### src/rtl/echo_detector.sv
// Threshold/hysteresis echo qualifier for the rangefinder ADC stream.
// Emits stop_pulse on a qualified echo or stop_recording on range timeout.
module echo_detector #(
  parameter int DATA_W = 8,
  parameter int CNT_W  = 13
) (
  input  logic              clk,
  input  logic              reset,
  input  logic [DATA_W-1:0] adc_data,
  input  logic              start_pulse,
  input  logic [CNT_W-1:0]  abs_counter,
  input  logic [DATA_W-1:0] threshold,
  input  logic [DATA_W-1:0] hysteresis,
  input  logic [CNT_W-1:0]  blank_len,
  input  logic [3:0]        min_width,
  input  logic [CNT_W-1:0]  max_range,
  output logic              stop_pulse,
  output logic              stop_recording,
  output logic              echo_detected,
  output logic [CNT_W-1:0]  echo_timestamp,
  output logic [DATA_W-1:0] echo_peak,
  output logic              busy
);

  typedef enum logic [2:0] {
    S_IDLE,
    S_BLANK,
    S_ARMED,
    S_QUAL,
    S_DONE
  } state_t;

  state_t              state_q, state_n;
  logic [CNT_W-1:0]    blank_cnt_q, blank_cnt_n;
  logic [CNT_W-1:0]    rel_cnt_q, rel_cnt_n;
  logic [3:0]          width_cnt_q, width_cnt_n;
  logic [CNT_W-1:0]    cand_ts_q, cand_ts_n;
  logic [DATA_W-1:0]   thr_q, thr_n;
  logic [DATA_W-1:0]   low_q, low_n;
  logic [3:0]          min_w_q, min_w_n;
  logic [CNT_W-1:0]    max_range_q, max_range_n;
  logic                stop_pulse_n, stop_recording_n, echo_detected_n, busy_n;
  logic [CNT_W-1:0]    echo_timestamp_n;
  logic [DATA_W-1:0]   echo_peak_n;

  logic                timeout, above_thr, above_low;
  logic [DATA_W-1:0]   peak_max;

  assign timeout   = (max_range_q != '0) && (rel_cnt_q == max_range_q);
  assign above_thr = adc_data >= thr_q;
  assign above_low = adc_data >= low_q;
  assign peak_max  = (adc_data > echo_peak) ? adc_data : echo_peak;

  // NOTE: every signal written here gets a default first, so no path leaves
  // it unassigned and no latch is inferred.
  always_comb begin
    state_n          = state_q;
    blank_cnt_n      = blank_cnt_q;
    rel_cnt_n        = rel_cnt_q;
    width_cnt_n      = width_cnt_q;
    cand_ts_n        = cand_ts_q;
    thr_n            = thr_q;
    low_n            = low_q;
    min_w_n          = min_w_q;
    max_range_n      = max_range_q;
    stop_pulse_n     = 1'b0;
    stop_recording_n = 1'b0;
    echo_detected_n  = echo_detected;
    echo_timestamp_n = echo_timestamp;
    echo_peak_n      = echo_peak;

    if (state_q != S_IDLE && rel_cnt_q != '1)
      rel_cnt_n = rel_cnt_q + CNT_W'(1);

    if (start_pulse) begin
      // A start restarts the shot from any state; the aborted shot gets no pulse.
      thr_n            = threshold;
      low_n            = (hysteresis > threshold) ? '0 : threshold - hysteresis;
      min_w_n          = (min_width == 4'd0) ? 4'd1 : min_width;
      max_range_n      = max_range;
      echo_detected_n  = 1'b0;
      echo_timestamp_n = '0;
      echo_peak_n      = '0;
      rel_cnt_n        = '0;
      width_cnt_n      = '0;
      blank_cnt_n      = blank_len;
      state_n          = (blank_len == '0) ? S_ARMED : S_BLANK;
    end else begin
      unique case (state_q)
        S_IDLE: ;
        S_BLANK: begin
          blank_cnt_n = blank_cnt_q - CNT_W'(1);
          if (timeout) begin
            stop_recording_n = 1'b1;
            state_n          = S_IDLE;
          end else if (blank_cnt_q == CNT_W'(1)) begin
            state_n = S_ARMED;
          end
        end
        S_ARMED: begin
          if (above_thr && min_w_q == 4'd1) begin
            stop_pulse_n     = 1'b1;
            echo_detected_n  = 1'b1;
            echo_timestamp_n = abs_counter;
            echo_peak_n      = adc_data;
            state_n          = S_DONE;
          end else if (timeout) begin
            stop_recording_n = 1'b1;
            state_n          = S_IDLE;
          end else if (above_thr) begin
            width_cnt_n = 4'd1;
            cand_ts_n   = abs_counter;
            echo_peak_n = adc_data;
            state_n     = S_QUAL;
          end
        end
        S_QUAL: begin
          // Qualification is checked before timeout so it wins a tie.
          if (above_low && (width_cnt_q + 4'd1) == min_w_q) begin
            stop_pulse_n     = 1'b1;
            echo_detected_n  = 1'b1;
            echo_timestamp_n = cand_ts_q;
            echo_peak_n      = peak_max;
            state_n          = S_DONE;
          end else if (timeout) begin
            stop_recording_n = 1'b1;
            echo_peak_n      = '0;
            state_n          = S_IDLE;
          end else if (above_low) begin
            width_cnt_n = width_cnt_q + 4'd1;
            echo_peak_n = peak_max;
          end else begin
            echo_peak_n = '0;
            state_n     = S_ARMED;
          end
        end
        S_DONE: begin
          if (above_low) echo_peak_n = peak_max;
          if (!above_low || timeout) state_n = S_IDLE;
        end
        default: state_n = S_IDLE;
      endcase
    end

    busy_n = (state_n != S_IDLE);
  end

  // NOTE: sequential state uses non-blocking assignments so every register
  // samples the pre-edge values computed above.
  always_ff @(posedge clk) begin
    if (reset) begin
      state_q        <= S_IDLE;
      blank_cnt_q    <= '0;
      rel_cnt_q      <= '0;
      width_cnt_q    <= '0;
      cand_ts_q      <= '0;
      thr_q          <= '0;
      low_q          <= '0;
      min_w_q        <= 4'd1;
      max_range_q    <= '0;
      stop_pulse     <= 1'b0;
      stop_recording <= 1'b0;
      echo_detected  <= 1'b0;
      echo_timestamp <= '0;
      echo_peak      <= '0;
      busy           <= 1'b0;
    end else begin
      state_q        <= state_n;
      blank_cnt_q    <= blank_cnt_n;
      rel_cnt_q      <= rel_cnt_n;
      width_cnt_q    <= width_cnt_n;
      cand_ts_q      <= cand_ts_n;
      thr_q          <= thr_n;
      low_q          <= low_n;
      min_w_q        <= min_w_n;
      max_range_q    <= max_range_n;
      stop_pulse     <= stop_pulse_n;
      stop_recording <= stop_recording_n;
      echo_detected  <= echo_detected_n;
      echo_timestamp <= echo_timestamp_n;
      echo_peak      <= echo_peak_n;
      busy           <= busy_n;
    end
  end

endmodule

### config.mk
export PLATFORM = sky130hd
export DESIGN_NAME = echo_detector
export DESIGN_NICKNAME = d
export VERILOG_FILES = /design/src/rtl/echo_detector.sv
export SDC_FILE = /design/constraint.sdc
export NUM_CORES = 1
export LEC_CHECK = 0
export CAP_MARGIN = 20
export CORE_ASPECT_RATIO = 0.75
export CORE_UTILIZATION = 50
export DETAILED_ROUTE_END_ITERATION = 6
export MAX_ROUTING_LAYER = met4
export PLACE_DENSITY_LB_ADDON = 0.2
export SETUP_SLACK_MARGIN = 0.05
export SYNTH_ARGS = -nofsm -noshare
export SYNTH_HDL_FRONTEND = slang
export SYNTH_SLANG_ARGS = --single-unit
### constraint.sdc
create_clock -name clk -period 4.3 [get_ports clk]
set_clock_uncertainty 0.1 [all_clocks]
set_input_delay 0.86 -clock clk [delete_from_list [all_inputs] [get_ports clk]]
set_output_delay 0.86 -clock clk [all_outputs]
set_load 0.01 [all_outputs]
### Word level (Yosys, flattened, before mapping)

Index checks and enable logic that the tools add are counted.

* $mul: 0
* $lt $le $gt $ge: 4
* equal/unequal tests: 20
* reduce and logical (&&, ||, !) cells: 20
* divide/modulo/power cells: 0
* bitwise operators: 3
* add/subtract/negate cells: 4
* shifts and indexed selects: 0
* mux-type cells: 45

Operator list (number)
* 2-to-1 mux 8 bit: 9
* 2-to-1 mux 13 bit: 4
* 2-to-1 mux 3 bit: 10
* 2-to-1 mux 4 bit: 7
* case mux 13 bit (2 select lines): 1
* case mux 8 bit (3 select lines): 1
* != test 2 bit (second input constant): 9
* >= comparator 8 bit: 2
* > comparator 8 bit: 2
* case mux 3 bit (5 select lines): 1
* adder 13 x 1 -> 13 bit (second input constant): 1
* == test 13 x 1 -> 1 bit (second input constant): 1
* == test 13 bit: 1
* logical NOT 13 bit: 1
* != test 13 bit (second input constant): 1
* nonzero test 13 bit: 1
* subtractor 13 x 1 -> 13 bit (second input constant): 1
* nonzero test 3 bit: 3
* case mux 4 bit (2 select lines): 1
* subtractor 8 bit: 1
* 2-to-1 mux 1 bit: 7
* AND reduction 7 bit: 1
* == test 3 x 2 -> 1 bit (second input constant): 2
* != test 3 bit (second input constant): 2
* other kinds (19): 26

* memories: 0
* memory bits (writable): 0
* bits in read-only memories: 0
* latch bits: 0
* logic and storage cells: 111
* input port bits: 70
* register bits: 104
* output and inout bits: 25

### Depth between registers and ports, before layout

Gate-level depths: netlist of run 1.

* word-level depth: 7
* gate-level depth with buffers: 11
* gate-level depth less buffers: 11

### Worst setup path before layout of run 1

Ideal clock, no wire load.

* path type: input port to flip-flop
* start: in adc_data[0]
* end: reg busy
* arrival time: 2770 ps
* slack: 1296 ps
* buffers on the path: 0
* library setup time: 134 ps
* required time: 4066 ps
* cell stages on the path: 9
* cells stage by stage: inv_1 ha_1 nand2b_4 a2111oi_4 o31ai_2 and3b_4 o31ai_4 a21oi_2 or4_1

* longest elaborated chain between the ends: 7
* elaborated cells on any way between the ends: 16
* those cells by class: 2 x order compare; 9 x mux; 5 x reduce/logical

RTL lines
* from (decl): line 9 `input logic [DATA_W-1:0] adc_data,`
* >= comparator 8 bit, on equally long branches: line 51, 50
* 2-to-1 mux 3 bit, or another cell as far along: line 129 `end else if (above_low) begin`
* 2-to-1 mux 3 bit, or another cell as far along: line 125 `end else if (timeout) begin`
* 2-to-1 mux 3 bit, on equally long branches: line 119, 101, 139
* case mux 3 bit (5 select lines) (*): line 89 `unique case (state_q)`
* 2-to-1 mux 3 bit (*): line 75 `if (start_pulse) begin`
* nonzero test 3 bit (*): line 145 `busy_n = (state_n != S_IDLE);`
* to (signal assigned): line 182 `busy <= busy_n;`
* to (decl): line 22 `output logic busy`

Every way passes the cells marked *; elsewhere a longest branch is shown, timed or not.
A chain may end at the register's enable or synchronous reset.

### Worst setup path in the final report of run 1

* start: in adc_data[0]
* end: reg echo_peak[3]

* longest elaborated chain between the ends: 6
* elaborated cells on any way between the ends: 16
* those cells by class: 3 x order compare; 3 x eq/ne; 7 x mux; 3 x reduce/logical

RTL lines
* > comparator 8 bit: line 52 `assign peak_max = (adc_data > echo_peak) ? adc_data : echo_peak;`
* 2-to-1 mux 8 bit: line 52
* 2-to-1 mux 8 bit: line 129
* 2-to-1 mux 8 bit: line 125
* 2-to-1 mux 8 bit: line 119 `if (above_low && (width_cnt_q + 4'd1) == min_w_q) begin`
* case mux 8 bit (3 select lines): line 89
* to (signal assigned): line 181 `echo_peak <= echo_peak_n;`
* to (decl): line 21 `output logic [DATA_W-1:0] echo_peak,`

Several ways; a longest one is shown, not always the timed one. The select of a mux whose other input is x is not followed.

==> metrics.txt, run 1 <==
status=finished clean; Slew Viols, Final=0; unrepaired setup endpoints after global routing=false; RePlAce Congestion=0.9301; power per standard cell area=321.7 mW/mm^2; Final ANT Viol Nets=0; largest net degree at the start of global routing=32; NetSw=about 590 uW; TritonCTS Sinks=104; final period utilization=0.8003; first-pass GRT wire length=21,440 um; CP Cell Sequence=clkdlybuf4s50_1 -> inv_1 -> ha_1 -> nand2b_4 -> a2111oi_2 -> o31ai_1 -> nand2_1 -> a32oi_1 -> nor3b_2 -> a32o_1; average wire per cell in the routed design=between 15 and 20 um; share of cells above drive strength 1=0.06180; fmax=290.6 MHz; initial antenna violation count=0; worst reg-to-reg path cell count=9; power share of the sequential group=0.457; total track usage=0.2352; PostCTS Resize Cnt=0; leading cell type in the layout, fill and taps excluded=nor2_1; grt total ovfl=0; Ys Warns=0; Nets=814; vias per cell=5.481; # IOs=95; Tightest Pin Transition=around 0.94 ns; worst reg2reg setup slack=approximately 1.5 ns; top_reg_cell synth=dfxtp_1; Worst setup SP type=primary input; most frequent cells in the layout=nor2_1 (113), dfxtp_1 (104), clkdlybuf4s50_1 (92); Hold Path Class=reg -> reg; Critical Path RT=between 4 and 5 ns; diode count=0; Worst path slowest cell=o31ai_1; hold_buf cts=0; DP Area=0.006651 sq mm; 1st-pass router iterations=4; Int Power=about 1.6 mW; area grow syn2layout=24.03%; synthesized instance count=622; DP HPWL=between 9000 and 10,000 um; Unique masters post-synth=69; DRT iter0 DRCs=206; Worst VDD drop=0.2062 mV; overall routed net length=12,960 um; register bit total from synthesis=104; H-tree depth=3; syn_area_per_cell=9.026 sq um; TritonCTS buffer count=9; slew margin rel.=0.3745; FF-to-FF End=echo_timestamp[10]; clk slew on worst S/H paths=0.07 ns; setup TNS=0 ns; Static Leak=2.847 nW; die height=93.77 um; Reg-to-Reg Start=low_q[2]; clock share of power=0.382; storage element area=0.002082 sq mm; EDFF count, synth=0; Sw Share=0.2635; setup violators final=0; slowest cell delay on critical path=about 0.62 ns; number of global-route vias before repair=between 4,000 and 5,000; Initial Utilization=0.5131; Residual DRC=0; Port Buffers=94; Critical Path AT=3.63 ns; Mapped Nets=729; Crit Path Class=in -> reg; maxcap violations=0; Worst setup EP type=flop; Root Buffer=clkbuf_16; FP Rows=33; setup repair bufs after CTS=0; Post-Syn Area=0.005614 sq mm; die width=around 120 um; core area=about 0.011 sq mm; Longest Clk Path Bufs=2; CTS tree=done; register area share after synthesis=0.3708; combinational group share of total power=0.161; ys async rst share=0; CP startpoint=adc_data[0]; die area=0.01166 sq mm; fillers=914; Final Hold Violating Endpoints=0; DR vias=between 4,000 and 5,000; cell area after layout=~0.0070 sq mm; crit path capture=echo_peak[3]; CP max FO=8; fin crit period=3.441 ns; area occupied by multi-input gates=0.003287 sq mm; clk_lat worst skew=0.35 ns
-- flip-flops by register name, summed over array words and instances (netlist names) --
signal	cells
blank_cnt_q	13
busy	1
cand_ts_q	13
echo_detected	1
echo_peak	8
echo_timestamp	13
low_q	8
max_range_q	13
min_w_q	4
rel_cnt_q	13
state_q	3
stop_pulse	1
stop_recording	1
thr_q	8
width_cnt_q	4
-- cell usage after synthesis, drive strengths merged (9+ instances only) --
master | count | area (sq um)
mux2i | 56 | 560.5
nand4 | 13 | 81.33
ha | 36 | 450.4
inv | 37 | 138.9
xnor2 | 21 | 183.9
a21oi | 20 | 103.9
nand3 | 12 | 65.06
a32o | 9 | 90.09
clkbuf | 17 | 63.81
nor2 | 113 | 424.2
nand2 | 28 | 105.1
nor4 | 13 | 102.6
xor2 | 25 | 219.0
a211oi | 17 | 127.6
dfxtp | 104 | 2082
-- cell families (layout without fill, tap and decap cells) --
group	after synthesis	count (layout)	synth area share
AO/OA/AOI/OAI	92	92	0.1304
flip-flops	104	104	0.3708
AND/OR/NAND/NOR	225	225	0.1997
multiplexers	56	56	0.09984
adder cells (fa/ha/maj)	37	37	0.08380
XOR/XNOR	46	46	0.07176
buffers and inverters	62	152	0.04368
-- stage by stage --
step	util	setup slack [ns]	total power, mW	hold slack [ns]	std cells
floorplan	-	1.296	1.270	0.3419	622
global placement	0.6079	0.6635	1.392	0.3612	836
detailed placement	0.6079	0.5242	1.401	0.3670	836
CTS	0.6364	0.8547	2.254	0.3829	852
global route	0.6364	0.5805	2.341	0.3974	852
finish	0.6364	0.8585	2.240	0.3809	852
-- power groups by stage --
stage | Clock, mW | Combinational (mW) | Sequential (mW)
after CTS | 0.870 | 0.362 | 1.02
after global placement | 0 | 0.348 | 1.04
final | 0.855 | 0.361 | 1.02
after global routing | 0.918 | 0.397 | 1.03
after detailed placement | 0 | 0.357 | 1.04
after floorplan | 0 | 0.234 | 1.04
-- worst max-delay path: cells and delay by family --
family,cells,cell delay (ns)
AND/OR/NAND/NOR,3,0.78
buffers and inverters,2,0.56
AO/OA/AOI/OAI,4,1.15
adder cells (fa/ha/maj),1,0.28
-- layer usage --
layer | track usage | up-vias | share of wire
met5 | - | - | 0
met4 | 0.05723 | 0 | 0.0093
met3 | 0.05410 | 14 | 0.055
met2 | 0.3706 | 121 | 0.44
met1 | 0.3064 | 2180 | 0.50
li1 | - | 2355 | -
-- worst min-delay path by stage --
stage | startpoint | to | slack [ns] | depth (start not counted)
after CTS | low_q[5] | low_q[5] | 0.38 | 1
final | low_q[5] | low_q[5] | 0.38 | 1
after floorplan | low_q[5] | low_q[5] | 0.34 | 1
after detailed placement | low_q[5] | low_q[5] | 0.37 | 1
after global routing | low_q[1] | low_q[1] | 0.40 | 1
after global placement | low_q[5] | low_q[5] | 0.36 | 1
-- layout make-up --
| type | count | area share |
|---|---|---|
| Multi-Input combinational cell | 456 | 0.4721 |
| Sequential cell | 104 | 0.2990 |
| Timing Repair Buffer | 99 | 0.1391 |
| Clock buffer | 10 | 0.03432 |
| Tap cell | 140 | 0.02516 |
| Inverter | 37 | 0.01995 |
| Clock inverter | 6 | 0.01042 |
Note: power is estimated with default switching activity, not from simulation.
==> inputs of run 2 (changes only) <==
--- a/config.mk
+++ b/config.mk
@@ -7,7 +7,7 @@
 export LEC_CHECK = 0
 export CAP_MARGIN = 20
 export CORE_ASPECT_RATIO = 0.75
-export CORE_UTILIZATION = 50
+export CORE_UTILIZATION = 48
 export DETAILED_ROUTE_END_ITERATION = 6
 export MAX_ROUTING_LAYER = met4
 export PLACE_DENSITY_LB_ADDON = 0.2
==> constraint.sdc (replaced) <==
create_clock -name clk -period 3.14 [get_ports clk]
set_clock_uncertainty 0.1 [all_clocks]
set_input_delay 0.628 -clock clk [delete_from_list [all_inputs] [get_ports clk]]
set_output_delay 0.628 -clock clk [all_outputs]
set_load 0.01 [all_outputs]
==> metrics.txt, run 2 (synthesis results as in run 1) <==
core area=0.01115 sq mm (was 0.01094 sq mm); worst slack, placed=-0.3232 ns (was 0.5242 ns); worst reg2reg setup slack=0.59 ns (was 1.52 ns); RePlAce Congestion=0.9117 (was 0.9301); Hold Path Class=reg -> reg (unchanged); slew margin rel.=0.4886 (was 0.3745); most frequent cells in the layout=nor2_1 (113), dfxtp_1 (104), clkdlybuf4s50_1 (92) (unchanged); NetSw=801.5 uW (was 590.2 uW); area grow syn2layout=27.32% (was 24.03%); diode count=0 (unchanged); DR vias=4,742 (was 4,670); average wire per cell in the routed design=15.13 um (was 15.21 um); TritonCTS buffer count=9 (unchanged); Initial Utilization=0.5036 (was 0.5131); Tightest Pin Transition=0.7565 ns (was 0.9382 ns); Slew Viols, Final=0 (unchanged); Reg-to-Reg Start=width_cnt_q[0] (was low_q[2]); power share of the sequential group=0.459 (was 0.457); overall routed net length=13,150 um (was 12,960 um); Longest Clk Path Bufs=2 (unchanged); clock share of power=0.370 (was 0.382); FF-to-FF End=busy (was echo_timestamp[10]); cell area after layout=0.007148 sq mm (was 0.006963 sq mm); share of cells above drive strength 1=0.08642 (was 0.06180); leading cell type in the layout, fill and taps excluded=nor2_1 (unchanged); Critical Path RT=3.26 ns (was 4.49 ns); total track usage=0.2345 (was 0.2352); initial antenna violation count=0 (unchanged); die width=126.9 um (was 124.4 um); fin crit period=2.992 ns; TritonCTS Sinks=104 (unchanged); die area=0.01214 sq mm (was 0.01166 sq mm); Finished Core Util=0.6412 (was 0.6364); CTS tree=done (unchanged); fmax=334.2 MHz; Worst setup EP type=flop (unchanged); DP Area=0.006812 sq mm (was 0.006651 sq mm); crit path capture=busy (was echo_peak[3]); storage element area=0.002082 sq mm (unchanged); Int Power=2.248 mW (was 1.650 mW); Crit Path Class=in -> reg (unchanged); setup repair bufs after CTS=0 (unchanged); unrepaired setup endpoints after global routing=false (unchanged); grt total ovfl=0 (unchanged); Static Leak=2.936 nW (was 2.847 nW); Sw Share=0.2628 (was 0.2635); # IOs=95 (unchanged); Port Buffers=94 (unchanged); status=finished clean (unchanged); FP Rows=33 (unchanged); area occupied by multi-input gates=0.003329 sq mm (was 0.003287 sq mm); die height=95.66 um (was 93.77 um); number of global-route vias before repair=4,537 (was 4,453); worst setup margin=0.1479 ns (was 0.8585 ns); clk_lat worst skew=0.35 ns (about the same); hold slack final=0.3807 ns (was 0.3809 ns); Nets=832 (was 814); fillers=914 (unchanged); H-tree depth=3 (unchanged); combinational group share of total power=0.171 (was 0.161); maxcap violations=0 (unchanged); vias per cell=5.457 (was 5.481); first-pass GRT wire length=21,800 um (was 21,440 um); Final ANT Viol Nets=0 (unchanged); Critical Path AT=3.11 ns (was 3.63 ns); setup violators final=0 (unchanged); worst reg-to-reg path cell count=8 (was 9); clk slew on worst S/H paths=0.07 ns (about the same); Worst setup SP type=primary input (unchanged); final period utilization=0.9529; largest net degree at the start of global routing=34 (was 32); Worst VDD drop=0.3326 mV (was 0.2062 mV); CP max FO=4 (was 8); Root Buffer=clkbuf_16 (unchanged); CP startpoint=adc_data[0] (unchanged); DP HPWL=9861 um (was 9607 um); power per standard cell area=426.7 mW/mm^2 (was 321.7 mW/mm^2); 1st-pass router iterations=5 (was 4); Residual DRC=0 (unchanged); DRT iter0 DRCs=300 (was 206); Final Hold Violating Endpoints=0 (unchanged)
==> run 2: worst min path at each step <==
stage                   from             to  slack [ns]  cells past startpoint
4_1_cts        echo_detected  echo_detected        0.38                      2
2_1_floorplan       low_q[5]       low_q[5]        0.34                      1
5_1_grt             low_q[2]       low_q[2]        0.40                      1
3_5_place_dp   echo_detected  echo_detected        0.36                      2
6_report       echo_detected  echo_detected        0.38                      2
3_3_place_gp   echo_detected  echo_detected        0.35                      2
==> run 2: power groups by stage <==
stage / clock, mW / sequential (mW) / combinational (mW)
floorplan: 0 / 1.42 / 0.320
global placement: 0 / 1.43 / 0.490
detailed placement: 0 / 1.43 / 0.508
CTS: 1.16 / 1.40 / 0.512
global route: 1.22 / 1.41 / 0.575
finish: 1.13 / 1.40 / 0.520
==> run 2: worst max-delay path: stages <==
cell             delay, ns
clkdlybuf4s50_1       0.48
inv_1                 0.07
ha_1                  0.29
nand2b_4              0.15
a2111oi_4             0.34
o31ai_4               0.13
and3b_4               0.20
o31ai_4               0.22
a21oi_2               0.08
or4_1                 0.52
==> run 2: routing by layer <==
layer / GRT usage / share of wire
met1: 0.3013 / 0.50
met2: 0.3690 / 0.44
met3: 0.05443 / 0.047
met5: - / 0
met4: 0.06845 / 0.011
==> run 2: stage by stage <==
step | total power [mW] | TNS, ns | std cells
CTS | 3.072 | 0 | 869
global route | 3.205 | 0 | 869
finish | 3.050 | 0 | 869
global placement | 1.919 | -2.168 | 854
detailed placement | 1.938 | -5.361 | 854
floorplan | 1.739 | 0 | 622
==> run 2: area by class of cell <==
class                   instances  share of cell area
clock buffers                  10             0.03203
clock inverters                 5            0.009102
inverters                      37             0.01943
multi-input cells             456              0.4658
flip-flops and latches        104              0.2913
well taps                     140             0.02451
repair buffers                117              0.1579
==> run 2: timing repair <==
action | 4_1_cts | 5_1_grt
resized for setup | 0 | 7
setup endpoints to repair | 0 | 16
hold buffers | 0 | 0
==> inputs of run 3 (changes only) <==
--- a/config.mk
+++ b/config.mk
@@ -5,7 +5,6 @@
 export SDC_FILE = /design/constraint.sdc
 export NUM_CORES = 1
 export LEC_CHECK = 0
-export CAP_MARGIN = 20
 export CORE_ASPECT_RATIO = 0.75
 export CORE_UTILIZATION = 48
 export DETAILED_ROUTE_END_ITERATION = 6
==> results of run 3 <==
Final layout, timing and power as in run 2 (identical DEF).
